`src/rtl/seq_mul_responder_pkg.sv`:
```
// Shared definitions for the sequential multiplier responder.
// Optional build macro: SEQ_MUL_RADIX4_EN (two multiplier bits per iteration).
package seq_mul_responder_pkg;

  localparam int unsigned MUL_WIDTH = 64;
  localparam int unsigned MUL_CNT_W = 7;

  typedef enum logic [1:0] {
    MUL_IDLE = 2'b00,
    MUL_EXEC = 2'b01,
    MUL_DONE = 2'b10
  } mul_state_e;

  // Iterations needed to consume all multiplier bits.
  function automatic int unsigned iter_count(input int unsigned width);
`ifdef SEQ_MUL_RADIX4_EN
    return width / 2;
`else
    return width;
`endif
  endfunction

  localparam int unsigned MUL_ITERS = iter_count(MUL_WIDTH);

endpackage

```
`src/rtl/seq_mul_responder_if.sv`:
```
// op_start/op_clear/op_done handshake between the controller and the multiplier.
interface seq_mul_responder_if #(
  parameter int unsigned WIDTH = 64
);
  logic [WIDTH-1:0]   multiplier;
  logic [WIDTH-1:0]   multiplicand;
  logic               op_start;
  logic               op_clear;
  logic               op_done;
  logic [2*WIDTH-1:0] result;

  modport master (
    output multiplier, multiplicand, op_start, op_clear,
    input  op_done, result
  );

  modport slave (
    input  multiplier, multiplicand, op_start, op_clear,
    output op_done, result
  );
endinterface

```
`src/rtl/mul_iter_cnt.sv`:
```
// Iteration counter with synchronous clear, enable and terminal-count flag.
module mul_iter_cnt #(
  parameter int unsigned CNT_W = 7,
  parameter int unsigned TERM  = 63
) (
  input  logic             clk,
  input  logic             reset_n,
  input  logic             clr_i,
  input  logic             en_i,
  output logic [CNT_W-1:0] cnt_o,
  output logic             tc_o
);

  localparam logic [CNT_W-1:0] TermCnt = CNT_W'(TERM);

  logic [CNT_W-1:0] cnt_q;

  // Count up while enabled; clear wins over enable.
  always_ff @(posedge clk or negedge reset_n) begin
    if (!reset_n) begin
      cnt_q <= '0;
    end else if (clr_i) begin
      cnt_q <= '0;
    end else if (en_i) begin
      cnt_q <= cnt_q + CNT_W'(1);
    end
  end

  assign cnt_o = cnt_q;
  assign tc_o  = (cnt_q == TermCnt);

endmodule

```
`src/rtl/seq_mul_responder.sv`:
```
// Sequential unsigned shift-add multiplier, responder side of op_start/op_clear/op_done.
// Optional build macro: SEQ_MUL_RADIX4_EN (radix-4, half the iterations, same results).
module seq_mul_responder
  import seq_mul_responder_pkg::*;
#(
  parameter int unsigned WIDTH = MUL_WIDTH,
  // Must satisfy 2**CNT_W > WIDTH.
  parameter int unsigned CNT_W = MUL_CNT_W
) (
  input logic                 clk,
  input logic                 reset_n,
  seq_mul_responder_if.slave  bus
);

  localparam int unsigned Iters = iter_count(WIDTH);
  localparam int unsigned RW    = 2 * WIDTH;

  mul_state_e       state_q;
  logic [RW-1:0]    result_q;
  logic             done_q;
  logic [RW-1:0]    mcand_q;
  logic [WIDTH-1:0] mplier_q;
  logic [RW-1:0]    add_term;
  logic             accept;
  logic             cnt_tc;
  logic [CNT_W-1:0] cnt;

`ifdef SEQ_MUL_RADIX4_EN
  logic [RW-1:0]    mcand3_q;
  logic [RW-1:0]    mcand_ext;
  assign mcand_ext = {{WIDTH{1'b0}}, bus.multiplicand};
`endif

  assign accept = (state_q == MUL_IDLE) && bus.op_start && !bus.op_clear;

  mul_iter_cnt #(
    .CNT_W (CNT_W),
    .TERM  (Iters - 1)
  ) u_iter_cnt (
    .clk     (clk),
    .reset_n (reset_n),
    .clr_i   (bus.op_clear || accept),
    .en_i    (state_q == MUL_EXEC),
    .cnt_o   (cnt),
    .tc_o    (cnt_tc)
  );

  // Partial product selected by the low multiplier bit(s).
  always_comb begin
    add_term = '0;
`ifdef SEQ_MUL_RADIX4_EN
    unique case (mplier_q[1:0])
      2'b00:   add_term = '0;
      2'b01:   add_term = mcand_q;
      2'b10:   add_term = mcand_q << 1;
      default: add_term = mcand3_q;
    endcase
`else
    if (mplier_q[0]) add_term = mcand_q;
`endif
  end

  // FSM and datapath: clear beats start, start beats iteration.
  always_ff @(posedge clk or negedge reset_n) begin
    if (!reset_n) begin
      state_q  <= MUL_IDLE;
      result_q <= '0;
      done_q   <= 1'b0;
      mcand_q  <= '0;
      mplier_q <= '0;
`ifdef SEQ_MUL_RADIX4_EN
      mcand3_q <= '0;
`endif
    end else if (bus.op_clear) begin
      state_q  <= MUL_IDLE;
      result_q <= '0;
      done_q   <= 1'b0;
    end else begin
      unique case (state_q)
        MUL_IDLE: begin
          if (bus.op_start) begin
            mcand_q  <= {{WIDTH{1'b0}}, bus.multiplicand};
            mplier_q <= bus.multiplier;
`ifdef SEQ_MUL_RADIX4_EN
            mcand3_q <= mcand_ext + (mcand_ext << 1);
`endif
            result_q <= '0;
            state_q  <= MUL_EXEC;
          end
        end
        MUL_EXEC: begin
          // Sum fits in 2*WIDTH bits for unsigned operands.
          result_q <= result_q + add_term;
`ifdef SEQ_MUL_RADIX4_EN
          mcand_q  <= mcand_q << 2;
          mcand3_q <= mcand3_q << 2;
          mplier_q <= mplier_q >> 2;
`else
          mcand_q  <= mcand_q << 1;
          mplier_q <= mplier_q >> 1;
`endif
          if (cnt_tc) begin
            done_q  <= 1'b1;
            state_q <= MUL_DONE;
          end
        end
        MUL_DONE: begin
          // Hold product until op_clear or reset.
        end
        default: begin
          state_q <= MUL_IDLE;
          done_q  <= 1'b0;
        end
      endcase
    end
  end

  assign bus.op_done = done_q;
  assign bus.result  = result_q;

endmodule

```
`src/flat_wrapper.sv`:
```
// flat-port wrapper written by rule: the top's interface ports become plain ports
module seq_mul_responder_flat import seq_mul_responder_pkg::*;
#(
  parameter int unsigned WIDTH = MUL_WIDTH,
                                   
  parameter int unsigned CNT_W = MUL_CNT_W
)
  (clk, reset_n, bus_multiplier, bus_multiplicand, bus_op_start, bus_op_clear, bus_op_done, bus_result);
  seq_mul_responder_if #(.WIDTH(WIDTH)) bus_i ();
  input logic clk;
  input logic reset_n;
  input wire logic [$bits(bus_i.multiplier)-1:0] bus_multiplier;
  input wire logic [$bits(bus_i.multiplicand)-1:0] bus_multiplicand;
  input wire logic [$bits(bus_i.op_start)-1:0] bus_op_start;
  input wire logic [$bits(bus_i.op_clear)-1:0] bus_op_clear;
  output wire logic [$bits(bus_i.op_done)-1:0] bus_op_done;
  output wire logic [$bits(bus_i.result)-1:0] bus_result;
  assign bus_i.multiplier = bus_multiplier;
  assign bus_i.multiplicand = bus_multiplicand;
  assign bus_i.op_start = bus_op_start;
  assign bus_i.op_clear = bus_op_clear;
  assign bus_op_done = bus_i.op_done;
  assign bus_result = bus_i.result;
  seq_mul_responder #(.WIDTH(WIDTH), .CNT_W(CNT_W)) u_core (.clk(clk), .reset_n(reset_n), .bus(bus_i));
endmodule
```
`config.mk`:
```
export PLATFORM = sky130hd
export DESIGN_NAME = seq_mul_responder_flat
export DESIGN_NICKNAME = d
export VERILOG_FILES = /design/src/rtl/seq_mul_responder_pkg.sv /design/src/rtl/seq_mul_responder_if.sv /design/src/rtl/mul_iter_cnt.sv /design/src/rtl/seq_mul_responder.sv /design/src/flat_wrapper.sv
export SDC_FILE = /design/constraint.sdc
export NUM_CORES = 1
export LEC_CHECK = 0
export CORE_ASPECT_RATIO = 1.75
export CORE_MARGIN = 5
export CORE_UTILIZATION = 30
export CTS_CLUSTER_DIAMETER = 80
export DETAILED_ROUTE_END_ITERATION = 10
export PLACE_DENSITY = 0.54
export SLEW_MARGIN = 10
export SYNTH_ARGS = -nofsm -noshare
export SYNTH_HDL_FRONTEND = slang
export SYNTH_SLANG_ARGS = --single-unit
```
`constraint.sdc`:
```
create_clock -name clk -period 4.4 [get_ports clk]
set_clock_uncertainty 0.2 [all_clocks]
set_input_delay 1.1 -clock clk [delete_from_list [all_inputs] [get_ports clk]]
set_output_delay 1.1 -clock clk [all_outputs]
set_load 0.01 [all_outputs]
```
Word-level counts from Yosys, hierarchy flattened
Cells that the tools add are included.

cells by class
  add/sub/neg operators = 2
  equal/unequal tests = 8
  muxes and demuxes = 17
  bitwise gates (word level) = 1
  reduce and logical (&&, ||, !) cells = 13

operators with widths
  cell                                           count
  two-way mux 128 bit                            4
  one-hot mux 128 bit (2 select lines)           2
  adder 128 bit                                  1
  one-hot mux 64 bit (2 select lines)            1
  two-way mux 64 bit                             1
  two-way mux 7 bit                              2
  adder 7 x 1 -> 7 bit, second input constant    1
  == test 7 x 6 -> 1 bit, second input constant  1
  two-way mux 2 bit                              3
  one-hot mux 2 bit (3 select lines)             1
  AND reduction 3 bit                            2
  != test 2 bit, second input constant           2
  AND reduction 2 bit                            2
  nonzero test 2 bit                             2
  != test 3 x 2 -> 1 bit, second input constant  1
  != test 3 bit, second input constant           1
  nonzero test 3 bit                             1
  == test 2 x 1 -> 1 bit, second input constant  1
  == test 2 bit, second input constant           1
  logical AND 1 bit                              2
  zero test 2 bit                                1
  two-way mux 1 bit                              2
  != test 2 x 1 -> 1 bit, second input constant  1
  one-hot mux 1 bit (2 select lines)             1
  4 further kinds                                4

storage, ports and cells
  flip-flop bits (word level) = 330
  logic and storage cells = 47

Logic depth before layout (Yosys ltp)
Gate-level depths: netlist of the first run.

  depth in word-level cells = 5
  depth in mapped cells = 16
  gate-level depth less buffers = 15

Modules after synthesis
A second synthesis of the first run with hierarchy kept.

second synthesis, totals
  cell total of the unflattened synthesis = 2697
  area total of the unflattened synthesis = 22629.2 um^2

modules (own cells, without submodules)
  module             times used  cells an instance  area an instance (um^2)
  seq_mul_responder  1           2667               22305.1
  mul_iter_cnt       1           30                 324.1

Worst setup path after synthesis of the first run
No wires, ideal clock.

  kind = register -> register
  start = reg u_core.mplier_q[0]
  end = reg u_core.result_q[120] (netlist: u_core.bus.result[120])
  setup time = 0.079 ns
  arrival = 3.552 ns
  required time = 4.121 ns
  setup slack = 0.568 ns
  cell stages (with the launch flop) = 16
  period minus slack after synthesis = 3.832 ns
  path through = dfrtp_1 -> clkbuf_1 -> clkbuf_1 -> and2_1 -> ha_1 -> buf_2 -> nand4_2 -> or3_1 -> or4_1 -> a21oi_2 -> nor3_1 -> o2111ai_2 -> nand2_2 -> or4_4 -> a21oi_1 -> mux2i_1

on the way
  longest elaborated chain between the ends = 4

ends and longest elaborated chain
  element                               RTL line                  source
  from (decl)                           seq_mul_responder.sv:22   logic [WIDTH-1:0] mplier_q;
  from (signal assigned)                seq_mul_responder.sv:83   mplier_q <= bus.multiplier;
  from (signal assigned)                seq_mul_responder.sv:100  mplier_q <= mplier_q >> 1;
  two-way mux 128 bit                   seq_mul_responder.sv:59   if (mplier_q[0]) add_term = mcand_q;
  adder 128 bit                         seq_mul_responder.sv:93   result_q <= result_q + add_term;
  one-hot mux 128 bit (2 select lines)  seq_mul_responder.sv:79   unique case (state_q)
  two-way mux 128 bit                   seq_mul_responder.sv:74   end else if (bus.op_clear) begin
  to (signal assigned)                  seq_mul_responder.sv:93
  to (decl)                             seq_mul_responder.sv:19   logic [RW-1:0] result_q;

No other way between the ends.
A chain may end at the register's enable or synchronous reset.

Final worst setup path of the first run
  start = reg u_core.mplier_q[0]
  end = reg u_core.result_q[121] (netlist: u_core.bus.result[121])

Same word-level chain as after synthesis.

==> impl_results.md, run 1 <==
* Sequential share of the synthesized area at 0.3689
* Layout cells sized above 1 at 0.1017
* Hold Crit Depth at 2
* Die X at 216.5 um
* Arrival @ worst endpoint at 4.56 ns
* Final Hold Fails at 0
* Peak supply drop at 0.3749 mV
* Vias post-DR at 20,739
* Worst-path fanout max at 47
* CP endpoint kind: register
* DR iter-0 viols at 956
* H-tree Lvls at 2
* Max-slew violation count at 0
* CP Data Required Time at 4.67 ns
* Post-synth cell types at 73
* Worst setup path class: reg -> reg
* Fillcell total at 7,752
* GR Util All Layers at 0.1990
* Most frequent cells in the layout: nand2_1, o21ai_0, dfrtp_1
* Clk sink count at 330
* Peak Freq at 233.1 MHz
* Worst hold slack at 0.2786 ns
* Nets at 3,262
* Io pins at 261
* Yosys top cell by area: dfrtp_1
* Syn nets at 2,927
* Critical Path Source Type: register
* Reg-to-reg slack, setup at 0.11 ns
* Detailed Place HPWL at 65.68 mm
* Final weighted congestion in routability-driven placement at 0.9502
* Worst-path clk slew at 0.06 ns
* Die area at 80,390 sq um
* CTS tree: yes
* Core area at 73,990 sq um
* Top cell type's share of synthesized area at 0.3689
* Top cells by area, synth: dfrtp_1, o21ai_0, ha_1
* Post-CTS Hold Buffers at 0
* Yosys warning total at 0
* Initial antenna violation count at 3
* Min-delay src: u_core.mplier_q[53]$_DFFE_PN0P_
* Most common cell after layout, fill and taps aside: nand2_1
* Worst-Margin Slew at 0.8762 ns
* Max-cap viol count at 0
* Total CTS buffers at 36
* First-pass GRT wire length at 126.0 mm
* R2r endpoint: u_core.bus.result[121]$_DFFE_PN0P_
* CTS max path bufs at 3
* Total power at 8.014 mW
* Port buffer count at 260
* Post-synth ARST share at 1.000
* # placed instances at 3,896
* Cell area after synthesis at 22,380 sq um
* Final setup viols at 0
* Post-route ant nets at 0
* Routed length per instance at 20.76 um
* DRT Pass-1 Iters at 6
* Final wirelength at 82.38 mm
* Cells after Synth at 2,666
* DIE HEIGHT at 371.3 um
* R2r startpoint: u_core.mplier_q[0]$_DFFE_PN0P_
* Area of the multi-input gates at 13,560 sq um
* Leak at 12.15 nW
* Class of the worst hold path: reg -> reg
* R2R cell count at 17
* Run status: finished, final reports clean
* Initial Utilization at 0.3025
* Via-per-instance ratio at 5.225
* Layout area overhead at 27.66%
* Number of global-route vias before repair at 21,787
* Register Area at 8262 sq um
* GRT overflow at 0
* Post-synthesis area per instance at 8.396 sq um
* FP Rows at 132
* Hold EP: u_core.mplier_q[53]$_DFFE_PN0P_
* Drt drc at 0
* RSZ-0062 raised after global routing: true
* Power Density at 280.5 nW/um^2
* Tcrit/Tclk final at 0.9750
* Final Critical Period at 4.290 ns
* Slew headroom at 0.4137
* Clock latency on the worst-skew pair at 0.59 ns
* Largest net degree at the start of global routing at 104
* Final setup TNS at 0 ns
* Main flop type after synthesis: dfrtp_1
* EDFF count, synth at 0
* Yosys reg bits at 330
* Root Buffer: clkbuf_16
* Non-filler cells in the finished layout at 3,969
worst max-delay path by stage:
stage | startpoint | endpoint | slack [ns]
after floorplan | u_core.mplier_q[0]$_DFFE_PN0P_ | u_core.bus.result[120]$_DFFE_PN0P_ | 0.57
after global placement | u_core.mplier_q[0]$_DFFE_PN0P_ | u_core.bus.result[107]$_DFFE_PN0P_ | -0.05
after detailed placement | u_core.mplier_q[0]$_DFFE_PN0P_ | u_core.bus.result[107]$_DFFE_PN0P_ | -0.07
after CTS | u_core.mplier_q[0]$_DFFE_PN0P_ | u_core.bus.result[106]$_DFFE_PN0P_ | 0.01
after global routing | u_core.mplier_q[0]$_DFFE_PN0P_ | u_core.bus.result[107]$_DFFE_PN0P_ | -0.04
final | u_core.mplier_q[0]$_DFFE_PN0P_ | u_core.bus.result[121]$_DFFE_PN0P_ | 0.11
Yosys cell counts (all sizes together) (3+ instances only):
| library cell | number |
|---|---|
| o22ai | 3 |
| or2 | 6 |
| buf | 10 |
| and3 | 7 |
| xor2 | 54 |
| o31ai | 7 |
| o21a | 29 |
| nor2b | 9 |
| o211ai | 16 |
| dfrtp | 330 |
| o221ai | 4 |
| and4 | 4 |
| or3 | 7 |
| and2 | 132 |
| o2111ai | 3 |
| a211oi | 8 |
| nand2b | 16 |
| a31oi | 11 |
| nand4 | 56 |
| a211o | 5 |
| o41ai | 4 |
| a41oi | 3 |
| o21bai | 37 |
| a21o | 41 |
| o21ai | 375 |
| inv | 37 |
| a22o | 73 |
| ha | 128 |
| a22oi | 4 |
| clkbuf | 147 |
| a221oi | 5 |
| a21boi | 16 |
| nand3 | 31 |
| nor4 | 12 |
| mux2i | 131 |
| a21oi | 211 |
| xnor2 | 71 |
| nand2 | 427 |
| nor2 | 132 |
| nor3 | 35 |
critical path, cell delays in order, from the launching register on:
cell       delay (ns)
dfrtp_4          0.54
buf_12           0.18
and2_1           0.18
ha_2             0.38
nand2_1          0.11
nor4_2           0.27
buf_4            0.17
nand3_1          0.12
nor2_1           0.13
o31a_1           0.29
o211ai_1         0.14
buf_4            0.17
a2111oi_2        0.28
buf_4            0.21
o211ai_1         0.17
a211o_1          0.38
mux2i_1          0.16
nand2_1          0.07
per-stage QoR:
stage	utilization	worst slack (ns)	area, sq um
finish	0.3862	0.1100	28570
global route	0.3861	-0.04159	28570
CTS	0.3839	0.01220	28400
detailed placement	0.3676	-0.06657	27200
global placement	0.3676	-0.05012	27200
floorplan	-	0.5684	22380
sequential cells by signal (all words and copies together), names as in the netlist:
register	cells
u_core.mcand_q	128
u_core.u_iter_cnt.cnt_o	7
u_core.state_q	2
u_core.bus.op_done	1
u_core.bus.result	128
u_core.mplier_q	64
logic make-up after synthesis:
family / Yosys count / synth area share
buffers and inverters: 194 / 0.03304
adder cells (fa/ha/maj): 129 / 0.07245
flip-flops: 330 / 0.3689
AO/OA/AOI/OAI: 875 / 0.2358
XOR/XNOR: 125 / 0.04891
AND/OR/NAND/NOR: 881 / 0.1817
multiplexers: 132 / 0.05909
power breakdown:
part | leakage (nW) | switching, mW | internal (mW)
combinational | 7.16 | 0.747 | 0.613
sequential | 4.41 | 0.187 | 3.27
clock | 0.579 | 1.41 | 1.79
cell type report:
| class | count | area share |
|---|---|---|
| well taps | 938 | 0.04107 |
| multi-input cells | 2142 | 0.4744 |
| inverters | 37 | 0.004861 |
| repair buffers | 454 | 0.1484 |
| flip-flops and latches | 330 | 0.2891 |
| clock buffers | 48 | 0.03486 |
| diodes | 3 | 0.0002627 |
| clock inverters | 17 | 0.007006 |
what timing repair did:
action / CTS / global route
gates resized for setup: 2 / 33
pin swaps: 0 / 4
endpoints found under the setup margin: 4 / 35
buffers inserted: 0 / 5
routing by layer:
metal,track usage,vias up,wire (um)
li1,-,10183,-
met1,0.2122,9887,30880
met2,0.3752,481,43430
met3,0.03445,188,3600
met4,0.09889,0,4464
met5,0,-,0
Note: power is estimated with default switching activity, not from simulation.
==> run 2, diff against run 1 <==
Settings changed: CTS_BUF_LIST from default to sky130_fd_sc_hd__clkbuf_8 sky130_fd_sc_hd__clkbuf_16.
==> impl_results.md, run 2 (synthesized netlist as in run 1, its figures left out) <==
* Run status: finished, final reports clean
* Critical path origin: u_core.mplier_q[0]$_DFFE_PN0P_
* Final wirelength at 82.37 mm (about the same)
* Final weighted congestion in routability-driven placement at 0.9502 (unchanged)
* H-tree Lvls at 2 (unchanged)
* Worst setup path class: reg -> reg
* Leak at 12.18 nW (+0.24%)
* Final Hold Fails at 0 (unchanged)
* Initial antenna violation count at 3 (unchanged)
* R2r startpoint: u_core.mplier_q[0]$_DFFE_PN0P_
* CTS tree: yes
* Detailed Place HPWL at 65.68 mm (unchanged)
* FP Rows at 132 (unchanged)
* Worst hold slack at 0.2786 ns (+0.000001000 ns)
* Total CTS buffers at 36 (unchanged)
* Tcrit/Tclk final at 0.9750 (about the same)
* Critical Path Source Type: register
* # placed instances at 3,896 (unchanged)
* CP endpoint kind: register
* First-pass GRT wire length at 126.0 mm (unchanged)
* Clk sink count at 330 (unchanged)
* Worst-Margin Slew at 0.8710 ns (-0.005117 ns)
* Largest net degree at the start of global routing at 104 (unchanged)
* DR iter-0 viols at 964 (+0.84%)
* Placed cell area at 27,200 sq um (unchanged)
* Die area at 80,390 sq um (unchanged)
* Fillcell total at 7,752 (unchanged)
* Worst-path fanout max at 47 (unchanged)
* Final Critical Period at 4.290 ns (-0.0001490 ns)
* R2R cell count at 17 (unchanged)
* Peak Freq at 233.1 MHz (about the same)
* DRT Pass-1 Iters at 5 (-1)
* Drt drc at 0 (unchanged)
* Post-route cell area at 28,570 sq um (unchanged)
* Layout cells sized above 1 at 0.1017 (unchanged)
* CTS max path bufs at 3 (unchanged)
* Post-CTS Hold Buffers at 0 (unchanged)
* RSZ-0062 raised after global routing: true
* Reg-to-reg slack, setup at 0.11 ns (about the same)
* Port buffer count at 260 (unchanged)
* Die X at 216.5 um (unchanged)
* Number of global-route vias before repair at 21,787 (unchanged)
* Most frequent cells in the layout: nand2_1, o21ai_0, dfrtp_1
* GR Util All Layers at 0.1990 (unchanged)
* Hold Crit Depth at 2 (unchanged)
* Post-route ant nets at 0 (unchanged)
* CP Data Required Time at 4.67 ns (about the same)
* R2r endpoint: u_core.bus.result[121]$_DFFE_PN0P_
* Initial Utilization at 0.3025 (unchanged)
* Via-per-instance ratio at 5.224 (about the same)
* Slew headroom at 0.4171 (+0.003424)
* Nets at 3,262 (unchanged)
* Final setup viols at 0 (unchanged)
* GRT overflow at 0 (unchanged)
* Final setup TNS at 0 ns (unchanged)
* Arrival @ worst endpoint at 4.56 ns (about the same)
* Root Buffer: clkbuf_16
* Layout area overhead at 27.66% (unchanged)
* Non-filler cells in the finished layout at 3,969 (unchanged)
* Clock latency on the worst-skew pair at 0.59 ns (about the same)
* Power Density at 280.0 nW/um^2 (-0.17%)
* Max-cap viol count at 0 (unchanged)
* Class of the worst hold path: reg -> reg
* Vias post-DR at 20,733 (-0.029%)
* Io pins at 261 (unchanged)
* Worst-path clk slew at 0.06 ns (about the same)
* Min-delay src: u_core.mplier_q[53]$_DFFE_PN0P_
* Hold EP: u_core.mplier_q[53]$_DFFE_PN0P_
* Peak supply drop at 0.3749 mV (about the same)
* Most common cell after layout, fill and taps aside: nand2_1
* Core area at 73,990 sq um (unchanged)
* Max-slew violation count at 0 (unchanged)
* Routed length per instance at 20.75 um (about the same)
* Final core occ at 0.3862 (unchanged)
* DIE HEIGHT at 371.3 um (unchanged)
[run 2: layer usage]
| layer | GRT usage | share of wire |
|---|---|---|
| met1 | 0.2122 | 0.37 |
| met2 | 0.3752 | 0.53 |
| met3 | 0.03445 | 0.043 |
| met4 | 0.09889 | 0.054 |
| met5 | 0 | 0 |
[run 2: critical path, stage by stage, from the launching register on]
cell       delay, ns
dfrtp_4         0.54
buf_12          0.18
and2_1          0.18
ha_2            0.38
nand2_1         0.11
nor4_2          0.27
buf_4           0.17
nand3_1         0.12
nor2_1          0.13
o31a_1          0.29
o211ai_1        0.14
buf_4           0.17
a2111oi_2       0.28
buf_4           0.21
o211ai_1        0.17
a211o_1         0.38
mux2i_1         0.16
nand2_1         0.07
[run 2: power by group]
part           switching [mW]  internal [mW]  total [mW]
Combinational           0.747          0.613        1.36
Sequential              0.187           3.27        3.46
Clock                    1.41           1.77        3.18
[run 2: per-stage QoR]
| step | power (mW) | setup WS (ns) |
|---|---|---|
| 4_1_cts | 8.126 | 0.01220 |
| 6_report | 8.001 | 0.1101 |
| 3_5_place_dp | 4.880 | -0.06657 |
| 3_3_place_gp | 4.864 | -0.05012 |
| 2_1_floorplan | 4.221 | 0.5684 |
| 5_1_grt | 8.413 | -0.04159 |
[run 2: how the worst max path moves through the flow]
| stage | end | slack [ns] | depth (start not counted) |
|---|---|---|---|
| 6_report | u_core.bus.result[121]$_DFFE_PN0P_ | 0.11 | 17 |
| 5_1_grt | u_core.bus.result[107]$_DFFE_PN0P_ | -0.04 | 17 |
| 4_1_cts | u_core.bus.result[106]$_DFFE_PN0P_ | 0.01 | 16 |
| 3_5_place_dp | u_core.bus.result[107]$_DFFE_PN0P_ | -0.07 | 15 |
| 3_3_place_gp | u_core.bus.result[107]$_DFFE_PN0P_ | -0.05 | 15 |
| 2_1_floorplan | u_core.bus.result[120]$_DFFE_PN0P_ | 0.57 | 15 |
[run 2: timing repair]
action                     4_1_cts  5_1_grt
setup endpoints to repair        4       35
gates resized for setup          2       33
buffers inserted                 0        5
pin swaps                        0        4
[run 2: area by class of cell]
cell class | instances | area [sq um] | area share
antenna | 3 | 7.507 | 0.0002627
clock buffer | 41 | 969.7 | 0.03394
clock inverter | 24 | 226.5 | 0.007926
inverter | 37 | 138.9 | 0.004861
multi-input combinational | 2142 | 13560 | 0.4744
sequential | 330 | 8262 | 0.2891
tap | 938 | 1174 | 0.04107
timing repair buffer | 454 | 4240 | 0.1484
